<file path="config.mk">
export PLATFORM = sky130hd
export DESIGN_NAME = somador_serial_collector
export DESIGN_NICKNAME = d
export VERILOG_FILES = /design/src/rtl/somador_serial_collector.sv
export SDC_FILE = /design/constraint.sdc
export NUM_CORES = 1
export LEC_CHECK = 0
export ABC_AREA = 1
export CORE_MARGIN = 2
export CORE_UTILIZATION = 52
export CTS_BUF_LIST = sky130_fd_sc_hd__clkbuf_8 sky130_fd_sc_hd__clkbuf_16
export CTS_CLUSTER_SIZE = 20
export DETAILED_ROUTE_END_ITERATION = 8
export PLACE_DENSITY = 0.83
export SYNTH_ARGS = -nofsm -noshare
export SYNTH_HDL_FRONTEND = slang
export SYNTH_SLANG_ARGS = --single-unit
</file>
<file path="constraint.sdc">
create_clock -name clk -period 3 [get_ports clk]
set_input_delay 0.6 -clock clk [delete_from_list [all_inputs] [get_ports clk]]
set_output_delay 0.6 -clock clk [all_outputs]
set_load 0.005 [all_outputs]
</file>
<file path="src/rtl/somador_serial_collector.sv">
// Serial digit collector: assembles N_DIGITS digits into a parallel frame and accumulates their sum.
// Latency: res_valid, sum and impar update on the edge that accepts the last digit of the frame.
// Backpressure: din_ready drops while a result is pending and rises again once res_ack is seen.
// Optional macro SOMADOR_BCD_CHECK_EN: flags frames that contain a digit greater than 9 on err.
module somador_serial_collector #(
  parameter int N_DIGITS = 6,
  parameter int DIGIT_W  = 4,
  localparam int SUM_W   = $clog2(N_DIGITS * ((1 << DIGIT_W) - 1) + 1)
) (
  input  logic                         clk,
  input  logic                         rst,
  input  logic [DIGIT_W-1:0]           din,
  input  logic                         din_valid,
  output logic                         din_ready,
  output logic [N_DIGITS*DIGIT_W-1:0]  digits,
  output logic [SUM_W-1:0]             sum,
  output logic                         impar,
  output logic                         res_valid,
  input  logic                         res_ack,
  output logic                         err
);

  localparam int IDX_W = $clog2(N_DIGITS);

  typedef enum logic [1:0] {
    IDLE    = 2'd0,
    COLLECT = 2'd1,
    DONE    = 2'd2
  } state_t;

  state_t           state;
  state_t           state_next;
  logic [IDX_W-1:0] index;
  logic             xfer;
  logic             last;

  assign xfer  = din_valid && din_ready;
  assign last  = (index == IDX_W'(N_DIGITS - 1));
  assign impar = sum[0];

  // State register.
  always_ff @(posedge clk) begin
    if (rst) begin
      state <= IDLE;
    end else begin
      state <= state_next;
    end
  end

  // Next-state and handshake decode; ack is only honoured once DONE has been entered.
  always_comb begin
    state_next = state;
    din_ready  = 1'b0;
    case (state)
      IDLE: begin
        din_ready = 1'b1;
        if (din_valid) state_next = COLLECT;
      end
      COLLECT: begin
        din_ready = 1'b1;
        if (din_valid && last) state_next = DONE;
      end
      DONE: begin
        if (res_ack) state_next = IDLE;
      end
      default: state_next = IDLE;
    endcase
  end

  // Frame datapath: digit slots, running sum, slot index and result flag.
  always_ff @(posedge clk) begin
    if (rst) begin
      digits    <= '0;
      sum       <= '0;
      index     <= '0;
      res_valid <= 1'b0;
    end else begin
      case (state)
        IDLE: begin
          if (xfer) begin
            // First digit of a new frame wipes the previous frame's slots.
            digits <= {{((N_DIGITS - 1) * DIGIT_W){1'b0}}, din};
            sum    <= SUM_W'(din);
            index  <= IDX_W'(1);
          end
        end
        COLLECT: begin
          if (xfer) begin
            for (int i = 0; i < N_DIGITS; i++) begin
              if (index == IDX_W'(i)) digits[i*DIGIT_W +: DIGIT_W] <= din;
            end
            sum   <= sum + SUM_W'(din);
            index <= index + IDX_W'(1);
            if (last) res_valid <= 1'b1;
          end
        end
        DONE: begin
          if (res_ack) begin
            res_valid <= 1'b0;
            index     <= '0;
          end
        end
        default: begin
          index <= '0;
        end
      endcase
    end
  end

`ifdef SOMADOR_BCD_CHECK_EN
  logic err_acc;
  logic bad_digit;

  assign bad_digit = (din > DIGIT_W'(9));
  assign err       = err_acc && res_valid;

  // Sticky per-frame flag for non-decimal digits; restarts with each new frame.
  always_ff @(posedge clk) begin
    if (rst) begin
      err_acc <= 1'b0;
    end else begin
      case (state)
        IDLE:    if (xfer) err_acc <= bad_digit;
        COLLECT: if (xfer) err_acc <= err_acc | bad_digit;
        DONE:    if (res_ack) err_acc <= 1'b0;
        default: err_acc <= 1'b0;
      endcase
    end
  end
`else
  assign err = 1'b0;
`endif

endmodule
</file>
* Word-level counts from Yosys, hierarchy flattened
Cells that the tools add are included. W data, S select, Z words.
Word-level totals: output and inout bits 35, input bits 8, bits in registers 37
Operators by class: eq/ne operators 18, reductions and logical operators 17, multiplexer cells 25, add/subtract/negate cells 2
Operators by type and width (count):
- $mux W24 | 2
- $pmux W24 S2 | 1
- $reduce_and A4 Y1 | 7
- $mux W4 | 6
- $ne A2 B2 Y1 const B | 11
- $mux W7 | 2
- $pmux W7 S2 | 1
- $mux W3 | 3
- $pmux W3 S3 | 1
- $reduce_and A3 Y1 | 3
- $add A7 B4 Y7 | 1
- $eq A3 B2 Y1 const B | 2
- $eq A3 B3 Y1 const B | 2
- $mux W2 | 3
- $pmux W2 S3 | 1
- $mux W1 | 4
- $reduce_bool A2 Y1 | 2
- $add A3 B1 Y3 const B | 1
- $eq A3 B1 Y1 const B | 1
- $logic_not A3 Y1 | 1
- $eq A2 B1 Y1 const B | 1
- $eq A2 B2 Y1 const B | 1
- $logic_and A1 B1 Y1 | 2
- $logic_not A2 Y1 | 1
- other kinds (2) | 2

* Longest topological paths before layout
depth in word-level cells 6, gate-level depth with buffers 9, depth with buffers taken out 9

* Worst setup path before layout
Ideal clock, no wire load.
path kind input to register, start point input din[0], end point register sum[6], buffers on the path 0, setup slack 1.272 ns, arrival 1.614 ns, cell stages on the path 9, cell sequence ha_1 -> inv_1 -> fa_1 -> nor2_1 -> nor2_1 -> nor2_1 -> nand4_1 -> nand2_1 -> nor2_1
Between the ends: cells in the longest elaborated chain, start to end 3
RTL lines:
- from (decl) | line 12 | input logic [DIGIT_W-1:0] din,
- $add A7 B4 Y7 | line 92 | sum <= sum + SUM_W'(din);
- $mux W7 | line 88 | if (xfer) begin
- $pmux W7 S2 | line 78 | case (state)
- to (signal assigned) | line 83 | sum <= SUM_W'(din);
- to (signal assigned) | line 92
- to (decl) | line 16 | output logic [SUM_W-1:0] sum,
No other way between the ends. The select of a mux whose other input is x is not followed. A chain may end at the register's enable or synchronous reset.

* Final worst setup path
Ends and elaborated chain as after synthesis.

==> results.tsv <==
metric	value	unit
intPower	0.898	mW
wl_per_cell	11.6	µm
overflow	0	
yosys.area_share.adder	7.53	%
seq_area_frac_synth	42.1	%
antenna_found_initial	0	
globalRouteTotalUtil	21.0	%
p_switching	0.313	mW
grt_pass1_vias	1523	
vias	1679	
cts_hold_buf	0	
grt_pass1_wl	6620	µm
core-area	3280	µm²
critPathLaunchType	input pin	
nNetsFinal	301	
clock-sinks	37	
syn_to_final_growth	32.8	%
timing.rr.end	sum[6]$_SDFFE_PP0P_	
utilization	71.2	%
fmaxAchievable	478	MHz
rows	21	
post-route-period-util	69.7	%
synth-seq-cells	37	
io_buffers	41	
fin_area	2340	µm²
placed_area	2220	µm²
arrival	2.28	ns
io_pins	43	
synth_cell_types	23	
drv_slew	0	
seqPwrFrac	45.0	%
cp_max_fo	3	
h-tree-depth	2	
swShare	25.9	%
avgSynthCellArea	7.40	µm²
dp_cells	322	
synth_simple_gate_area_share	24.1	%
synth-compound-area-share	17.1	%
rsz0062_at_grt	no	
post_cts_resize_count	0	
wirelength	3820	µm
die_h	62.2	µm
start_util	53.6	%
viasPerCell	5.09	
ys_warn_count	0	
final_cell_mix	41 x nor2_1, 41 x clkdlybuf4s50_1, 37 x dfxtp_1	
clk_path_buf_depth	2	
status	finished, final reports clean	
ant_nets	0	
dp_hpwl	2760	µm
hold_class	flip-flop to flip-flop	
tns	0	ns
ff2ff_path_depth	9	
p_clk_share	36.8	%
netlist_area	1760	µm²
ir_drop	0.368	mV
clk_pin_slew	0.08	ns
synth_nets	256	
dr.pass1.iters	4	
syn_inst	238	
min_to	res_valid$_SDFFE_PP0P_	
leakagePower	1.00	nW
cts_root_buf	clkbuf_8	
clock_skew	0.00579	ns
cts_tree	done	
rrSetupSlack	1.34	ns
fp.dieW	62.2	µm
final_hold_viol_count	0	
fin_cells	330	
place_congestion	0.839	
setup_viol	0	
r2r_start	sum[0]$_SDFFE_PP0P_	
drc	0	
comb_power_share	18.2	%
cellPowerDensity	519	nW/µm²
grt_start_max_net_pins	18	
synth_xor_area_share	0.498	%
muxShareOfSynthArea	0	%
synth_top_family_by_area	simple AND/OR/NAND/NOR gates	
crit_required	3.19	ns
drive_gt1_share	7.75	%
drt_iter0_drc	80	
fin_crit	2.09	ns
worstSetupEndpointType	flip-flop	
critical_path_class	input pin to flip-flop	
diodes	0	
whs_path_depth	2	
cap_violations	0	
dieArea	3870	µm²
min_from	res_valid$_SDFFE_PP0P_	
cts-buffers-inserted	5	
clk_latency	0.29	ns
cts_setup_buffers	0	
==> worst max-delay path, stage by stage <==
cell,delay (ns)
clkdlybuf4s50_1,0.49
ha_1,0.17
inv_1,0.05
fa_1,0.43
nor2_1,0.13
nor2_1,0.06
nor2_1,0.12
nand4_1,0.10
nand2_1,0.08
nor2_1,0.04
==> state kept, by name (all words and copies together), names as in the netlist <==
register   flops
digits        24
index          3
res_valid      1
state          2
sum            7
==> cell usage after synthesis <==
library cell / count / share of area [%]
nor3_1: 2 / 0.57
inv_1: 27 / 5.8
nor2_1: 41 / 8.7
nand3b_1: 2 / 0.85
buf_4: 2 / 0.85
nand4_1: 2 / 0.71
ha_1: 9 / 6.4
o211ai_1: 4 / 1.7
clkbuf_1: 2 / 0.43
a21oi_4: 1 / 0.92
buf_1: 1 / 0.21
nor2_4: 5 / 3.2
nand3_1: 7 / 2.0
inv_2: 4 / 0.85
a21oi_1: 22 / 6.3
nor2_2: 1 / 0.36
fa_1: 1 / 1.1
inv_4: 1 / 0.36
nand2_1: 36 / 7.7
xnor2_1: 1 / 0.50
o21ai_0: 29 / 8.2
dfxtp_1: 37 / 42
conb_1: 1 / 0.21
==> layout make-up <==
cell class	instances	area, µm²
clock inverters	2	37.5
fillers	268	947
clock buffers	6	82.6
repair buffers	43	425
well taps	46	57.6
inverters	32	123
multi-input cells	164	871
flip-flops and latches	37	741
==> cell families (layout without fill, tap and decap cells) <==
group	Yosys count	count (layout)
xor gates and xnor gates	1	1
DFF	37	37
other	1	1
and+or+nand+nor	96	96
buffers and inverters	37	83
adders and majority gates	10	10
AOI/OAI and AO/OA	56	56
==> power by group through the flow <==
stage	Sequential [mW]	Clock [mW]	Combinational, mW
floorplan	0.556	0	0.121
global placement	0.556	0	0.214
detailed placement	0.556	0	0.217
CTS	0.545	0.452	0.220
global route	0.550	0.474	0.247
finish	0.546	0.446	0.220
==> worst max-delay path by stage <==
| stage | start | cells past startpoint | endpoint |
|---|---|---|---|
| after global routing | din[0] | 10 | sum[6]$_SDFFE_PP0P_ |
| after global placement | din[1] | 9 | sum[6]$_SDFFE_PP0P_ |
| after detailed placement | din[0] | 10 | sum[6]$_SDFFE_PP0P_ |
| after floorplan | din[0] | 9 | sum[6]$_SDFFE_PP0P_ |
| final | din[0] | 10 | sum[6]$_SDFFE_PP0P_ |
| after CTS | din[0] | 10 | sum[6]$_SDFFE_PP0P_ |
==> per-layer routing <==
metal | vias up | wire length [µm] | GRT usage, %
met5 | - | 0 | 0
met4 | 0 | 38 | 6.67
met3 | 5 | 186 | 4.35
met2 | 44 | 1860 | 36.0
met1 | 773 | 1730 | 26.4
li1 | 857 | - | -
==> through the flow <==
stage / power (mW) / hold slack [ns] / setup WS [ns]
after global placement: 0.770 / 0.436 / 0.697
final: 1.21 / 0.446 / 0.910
after global routing: 1.27 / 0.494 / 0.781
after CTS: 1.22 / 0.448 / 0.905
after detailed placement: 0.773 / 0.437 / 0.623
after floorplan: 0.677 / 0.445 / 1.27
Power figures use the tool's default switching activity.
